File: config.mk
export PLATFORM = sky130hd
export DESIGN_NAME = square_calc
export DESIGN_NICKNAME = d
export VERILOG_FILES = /design/src/rtl/square_calc_pkg.sv /design/src/rtl/square_calc_dp.sv /design/src/rtl/square_calc.sv
export SDC_FILE = /design/constraint.sdc
export NUM_CORES = 1
export LEC_CHECK = 0
export ABC_AREA = 1
export CORE_MARGIN = 4
export CORE_UTILIZATION = 50
export CTS_BUF_LIST = sky130_fd_sc_hd__clkbuf_8
export DETAILED_ROUTE_END_ITERATION = 10
export PLACE_DENSITY = 0.78
export SYNTH_ARGS = -nofsm -noshare
export SYNTH_HDL_FRONTEND = slang
export SYNTH_SLANG_ARGS = --single-unit
File: constraint.sdc
create_clock -name clk -period 3.5 [get_ports clk]
set_input_delay 0.525 -clock clk [delete_from_list [all_inputs] [get_ports clk]]
set_output_delay 0.525 -clock clk [all_outputs]
set_load 0.02 [all_outputs]
File: src/rtl/square_calc_pkg.sv
// -----------------------------------------------------------------------------
// square_calc_pkg
// Shared definitions for the iterative fixed-point squarer (square_calc).
//   - state_t      : controller states (IDLE, CALC, DONE)
//   - W, PROD_W    : operand width (Q4.8 -> 12 bits) and product width (Q8.16)
//   - frac_to_int(): reduces a Q8.16 product to its 8-bit integer part
// Optional build macro: SQUARE_CALC_ROUND_EN
//   defined   -> frac_to_int rounds half-up on the first fraction bit and
//                saturates at all-ones
//   undefined -> frac_to_int truncates (no rounding adder exists)
// -----------------------------------------------------------------------------
package square_calc_pkg;

  localparam int SQ_W_INT  = 4;
  localparam int SQ_W_FRAC = 8;
  localparam int W         = SQ_W_INT + SQ_W_FRAC;
  localparam int PROD_W    = 2 * W;
  localparam int INT_W     = 2 * SQ_W_INT;

  typedef enum logic [1:0] {
    IDLE = 2'd0,
    CALC = 2'd1,
    DONE = 2'd2
  } state_t;

  function automatic logic [INT_W-1:0] frac_to_int(input logic [PROD_W-1:0] prod);
`ifdef SQUARE_CALC_ROUND_EN
    logic [INT_W:0] sum;
    // Half-up rounding: add the MSB of the fraction field; a carry out of the
    // integer field means the rounded value no longer fits, so clamp.
    sum = {1'b0, prod[PROD_W-1:2*SQ_W_FRAC]} + {{INT_W{1'b0}}, prod[2*SQ_W_FRAC-1]};
    return sum[INT_W] ? {INT_W{1'b1}} : sum[INT_W-1:0];
`else
    return prod[PROD_W-1:2*SQ_W_FRAC];
`endif
  endfunction

endpackage

File: src/rtl/square_calc_dp.sv
// -----------------------------------------------------------------------------
// square_calc_dp
// Shift-add datapath of the squarer: one multiplier bit per clock.
// Ports:
//   clk    in   rising-edge clock
//   rst_n  in   asynchronous active-low reset
//   load   in   capture operand, clear accumulator and bit counter
//   step   in   process multiplier bit [counter], advance counter
//   in     in   operand (OPW bits)
//   last   out  counter is on the final bit (OPW-1)
//   acc    out  running product (2*OPW bits)
// -----------------------------------------------------------------------------
module square_calc_dp
  import square_calc_pkg::*;
#(
  parameter int OPW = W
) (
  input  logic             clk,
  input  logic             rst_n,
  input  logic             load,
  input  logic             step,
  input  logic [OPW-1:0]   in,
  output logic             last,
  output logic [2*OPW-1:0] acc
);

  localparam int CNT_W = $clog2(OPW);

  // Multiplicand and multiplier are the same value when squaring, so a single
  // operand register serves as both.
  logic [OPW-1:0]   opnd_reg;
  logic [CNT_W-1:0] cnt_reg;
  logic [2*OPW-1:0] acc_reg;
  logic [2*OPW-1:0] partial;

  assign partial = {{OPW{1'b0}}, opnd_reg} << cnt_reg;

  always_ff @(posedge clk or negedge rst_n) begin
    if (!rst_n) begin
      opnd_reg <= '0;
      cnt_reg  <= '0;
      acc_reg  <= '0;
    end else if (load) begin
      opnd_reg <= in;
      cnt_reg  <= '0;
      acc_reg  <= '0;
    end else if (step) begin
      // Sum of all partials is opnd^2 < 2^(2*OPW): the add cannot overflow.
      if (opnd_reg[cnt_reg]) begin
        acc_reg <= acc_reg + partial;
      end
      cnt_reg <= cnt_reg + 1'b1;
    end
  end

  assign last = (cnt_reg == CNT_W'(OPW - 1));
  assign acc  = acc_reg;

endmodule

File: src/rtl/square_calc.sv
// -----------------------------------------------------------------------------
// square_calc
// Iterative squarer for Q4.8 roots (low 12 bits of a 16-bit container).
// Produces the Q8.16 square and its 8-bit integer part with a
// start/busy/done handshake; one operand bit is processed per clock.
// Ports:
//   clk      in   rising-edge clock
//   rst_n    in   asynchronous active-low reset
//   start    in   square request, honoured only in IDLE or DONE
//   in       in   16-bit container, Q4.8 root in in[11:0]
//   busy     out  registered: high for the 12 cycles following acceptance
//   done     out  one-cycle pulse, out_prod/out_int valid from this cycle
//   out_prod out  Q8.16 square, held until the next done
//   out_int  out  integer part of the square
// Build macro: SQUARE_CALC_ROUND_EN selects rounded (saturating) out_int
// instead of truncated; see square_calc_pkg::frac_to_int.
// -----------------------------------------------------------------------------
module square_calc
  import square_calc_pkg::*;
#(
  parameter int W_INT  = SQ_W_INT,
  parameter int W_FRAC = SQ_W_FRAC
) (
  input  logic                       clk,
  input  logic                       rst_n,
  input  logic                       start,
  input  logic [15:0]                in,
  output logic                       busy,
  output logic                       done,
  output logic [2*(W_INT+W_FRAC)-1:0] out_prod,
  output logic [2*W_INT-1:0]          out_int
);

  localparam int OPW = W_INT + W_FRAC;

  state_t           state_reg;
  state_t           state_next;
  logic             load;
  logic             step;
  logic             last;
  logic [2*OPW-1:0] acc;

  square_calc_dp #(
    .OPW (OPW)
  ) u_dp (
    .clk   (clk),
    .rst_n (rst_n),
    .load  (load),
    .step  (step),
    .in    (in[OPW-1:0]),
    .last  (last),
    .acc   (acc)
  );

  always_ff @(posedge clk or negedge rst_n) begin
    if (!rst_n) begin
      state_reg <= IDLE;
    end else begin
      state_reg <= state_next;
    end
  end

  always_comb begin
    state_next = state_reg;
    load       = 1'b0;
    step       = 1'b0;
    case (state_reg)
      IDLE: begin
        if (start) begin
          load       = 1'b1;
          state_next = CALC;
        end
      end
      CALC: begin
        step = 1'b1;
        if (last) begin
          state_next = DONE;
        end
      end
      DONE: begin
        // A start here restarts straight into CALC, skipping IDLE.
        if (start) begin
          load       = 1'b1;
          state_next = CALC;
        end else begin
          state_next = IDLE;
        end
      end
      default: state_next = IDLE;
    endcase
  end

  // Outputs are registered from the current state, so they trail the state
  // by one clock. Results are published together with the done pulse, after
  // busy has already dropped, which keeps them stable for the whole busy window.
  always_ff @(posedge clk or negedge rst_n) begin
    if (!rst_n) begin
      busy     <= 1'b0;
      done     <= 1'b0;
      out_prod <= '0;
      out_int  <= '0;
    end else begin
      busy <= (state_reg == CALC);
      done <= (state_reg == DONE);
      if (state_reg == DONE) begin
        out_prod <= acc;
        out_int  <= frac_to_int(acc);
      end
    end
  end

endmodule

==> results by group <==
Pwr
  • Logic pwr share: 0.661
  • Sequential fraction of design power: 0.225
  • P_sw: roughly 3.4 mW
  • Power density cells: roughly 1100 nW/um2
  • Switching share of power: 0.535
  • Worst vdd ir: 0.596 mV
  • Power Total: 6.28 mW
  • Int Pwr: 2.92 mW
  • P_leak: about 3 nW
  • Power share of the clock group: 0.114

Timing
  • Min Clock Period, post-route: between 3000 and 4000 ps
  • FMAX: ~320 MHz
  • Setup_tns: 0 ps
  • Slew headroom: 0.454
  • Max Slew Vio Count: 0
  • Final setup viols: 0
  • Final Hold Violating Endpoints: 0
  • Clk_skew: about 14 ps
  • Slew @ Worst Pin: roughly 810 ps
  • Tcrit/Tclk final: 0.890
  • RSZ-0062 raised after global routing: false

Setup path
  • Crit path arrival time: 3420 ps
  • Crit path required time: 3800 ps
  • CP startpoint: u_dp.cnt_reg[0]
  • CP max FO: 18
  • CP Capture Type: flop
  • Setup CP Type: flop to flop
  • Crit start category: flop
  • Crit Reg-Reg Startpoint: u_dp.cnt_reg[0]

Drt
  • Final Routed Wirelength: about 13,000 um
  • Number of routed nets with antenna violations: 0
  • Vias: about 4.7k
  • Via density: 5.14
  • Total iterations of the first detailed-routing run: 5
  • Post-route DRC violation count: 0
  • DRT iter0 DRCs: roughly 290
  • Post-DR wirelength/cell: between 10 and 15 um

Floorplanning
  • Die area: ~12,000 um2
  • # IOs: 53
  • Row cnt: 35
  • Starting Density: 0.524
  • Die height: between 100 and 150 um
  • Placeable Area: approximately 9400 um2
  • Die W: ~110 um

Layout
  • Final core utilization: 0.597
  • Antenna diodes: 0
  • NumNets Final: just over 800
  • Layout area overhead: 14.0%
  • Share of cells above drive strength 1: 0.0596

Status
  • Run status: finished, final reports clean

Clock tree
  • CTS tree: done
  • CTS max path bufs: 2
  • Worst skew pair latency: 370 ps
  • CTS sink cnt: about 70
  • Post-CTS Setup Repair Bufs: 0
  • TritonCTS buffer count: 9
  • CTS clk-pin slew, worst paths: 90 ps
  • CTS root buffer: clkbuf_8
  • CTS H-tree lvls: 3

Yosys
  • Top_reg_cell synth: dfrtp_1
  • Syn Area/Cell: approximately 6.6 um2
  • Complex-gate fraction of the synthesized area: 0.0873
  • Multiplexer area fraction after synthesis: 0.00406
  • Yosys Warn Count: 0
  • Synth top cells by count: nand2_1, inv_1, dfrtp_1
  • Register area share after synthesis: 0.345
  • Synth area leader: dfrtp_1
  • Yosys reg bits: slightly below 70
  • Post-Synthesis Cells: roughly 750
  • Top post-synthesis cells by area: dfrtp_1, nand2_1, inv_1
  • Netlist cell types: 36
  • Post-synthesis adder-cell area fraction: 0.0650
  • Post-Synth XOR/XNOR Area: 0.0231
  • Async SR Flop Fraction: 1.00
  • Post-synth EDFFs: 0
  • Most common cell in the netlist: nand2_1
  • Share of the synthesized area in the top cell type: 0.345
  • Syn_nets: between 700 and 800
  • Mapped cell area: between 4000 and 5000 um2
  • Main combinational cell family by area after synthesis: simple AND/OR/NAND/NOR gates
  • Simple-gate share of the synthesized area: 0.370

Job
  • Max-Cap Viols: 0

Global route
  • First-pass GRT wire length: around 21,000 um
  • Vias in the first global route: 4,577
  • Initial antenna violation count: 0
  • GRT Total Usage: 0.234
  • Largest net degree at the start of global routing: 30
  • Grt total ovfl: 0

Worst hold path
  • Worst hold path type: input pin to async pin

Place
  • I/O Buffers: between 40 and 50
  • Routability cong.: slightly below 1
  • DP HPWL: between 9000 and 10,000 um
what timing repair did:
| action | 4_1_cts | 5_1_grt |
|---|---|---|
| endpoints found under the hold margin | 0 | 0 |
| gates resized for setup | 0 | 1 |
| endpoints found under the setup margin | 0 | 6 |
| hold buffers | 0 | 0 |
area by class of cell:
class                           instances  area [um2]
Timing Repair Buffer                   53         513
Tap cell                              129         161
Fill cell                             912        3800
Multi-Input combinational cell        565        2710
Inverter                               86         328
Clock buffer                            9         124
Sequential cell                        68        1700
Clock inverter                          7        82.6
final timing paths:
kind	to	cells after the start	slack (ps)
setup reg to reg	u_dp.acc[23]	20	380
max in group asynchronous	u_dp.cnt_reg[0]	2	2710
setup / recovery	u_dp.acc[23]	20	380
hold reg to reg	out_prod[12]	2	480
hold / removal	out_prod[4]	1	60
min in group clk	out_prod[12]	2	480
worst max-delay path, cell delays in order, from the launching register on:
cell     delay, ps
dfrtp_2        550
inv_6          150
nand2_1         80
and2_1         150
o21ai_0        280
nand2_1        100
o21ai_0        130
nand2_1        100
o31ai_1        140
ha_1           370
nand2_1         80
nand2_1         80
nand2_1         70
nand2_1         90
nand2_1        130
nand2_1         70
nand2_1         60
nand2_1         90
o21ai_0        170
nand3_1         90
nand2_1         80
per-stage QoR:
| step | instances | hold WS, ps | area [um2] | worst slack (ps) |
|---|---|---|---|---|
| final | 917 | 57.5 | 5620 | 385 |
| after floorplan | 749 | 229 | 4930 | 1020 |
| after CTS | 917 | 51.8 | 5620 | 278 |
| after global placement | 901 | 446 | 5410 | 388 |
| after global routing | 917 | 68.1 | 5620 | 129 |
| after detailed placement | 901 | 455 | 5410 | 320 |
power groups by stage:
stage               Combinational (mW)  Clock (mW)  Sequential [mW]
floorplan                         3.09           0             1.45
global placement                  4.03           0             1.41
detailed placement                4.13           0             1.43
CTS                               4.14       0.726             1.41
global route                      4.72       0.760             1.46
finish                            4.15       0.715             1.42
cell usage in the layout, fill, tap and decap left out, types with 4 or more instances in the layout:
master	n
ha_1	24
a21oi_1	19
nand2_1	337
a31oi_1	6
xor2_1	4
dfrtp_1	67
inv_6	4
and2_1	6
nand3_1	31
clkbuf_8	9
buf_4	5
clkdlybuf4s50_1	47
nor3_1	6
o21ai_2	10
o21ai_0	35
nor2_1	53
inv_1	81
xnor2_1	9
nand4_1	4
cells by family (layout without fill, tap and decap cells):
group | Yosys count | after routing
fa+ha+maj | 25 | 25
compound gates | 75 | 75
flops | 68 | 68
buf+inv | 116 | 155
mux | 2 | 2
simple gates | 450 | 450
xor+xnor | 13 | 13
layer usage:
metal,vias up,part of all wire,track usage
li1,2375,-,-
met1,2185,0.45,0.297
met2,128,0.47,0.397
met3,25,0.048,0.0384
met4,0,0.029,0.0977
met5,-,0,0
No activity file was read; power rests on OpenSTA's default activity.
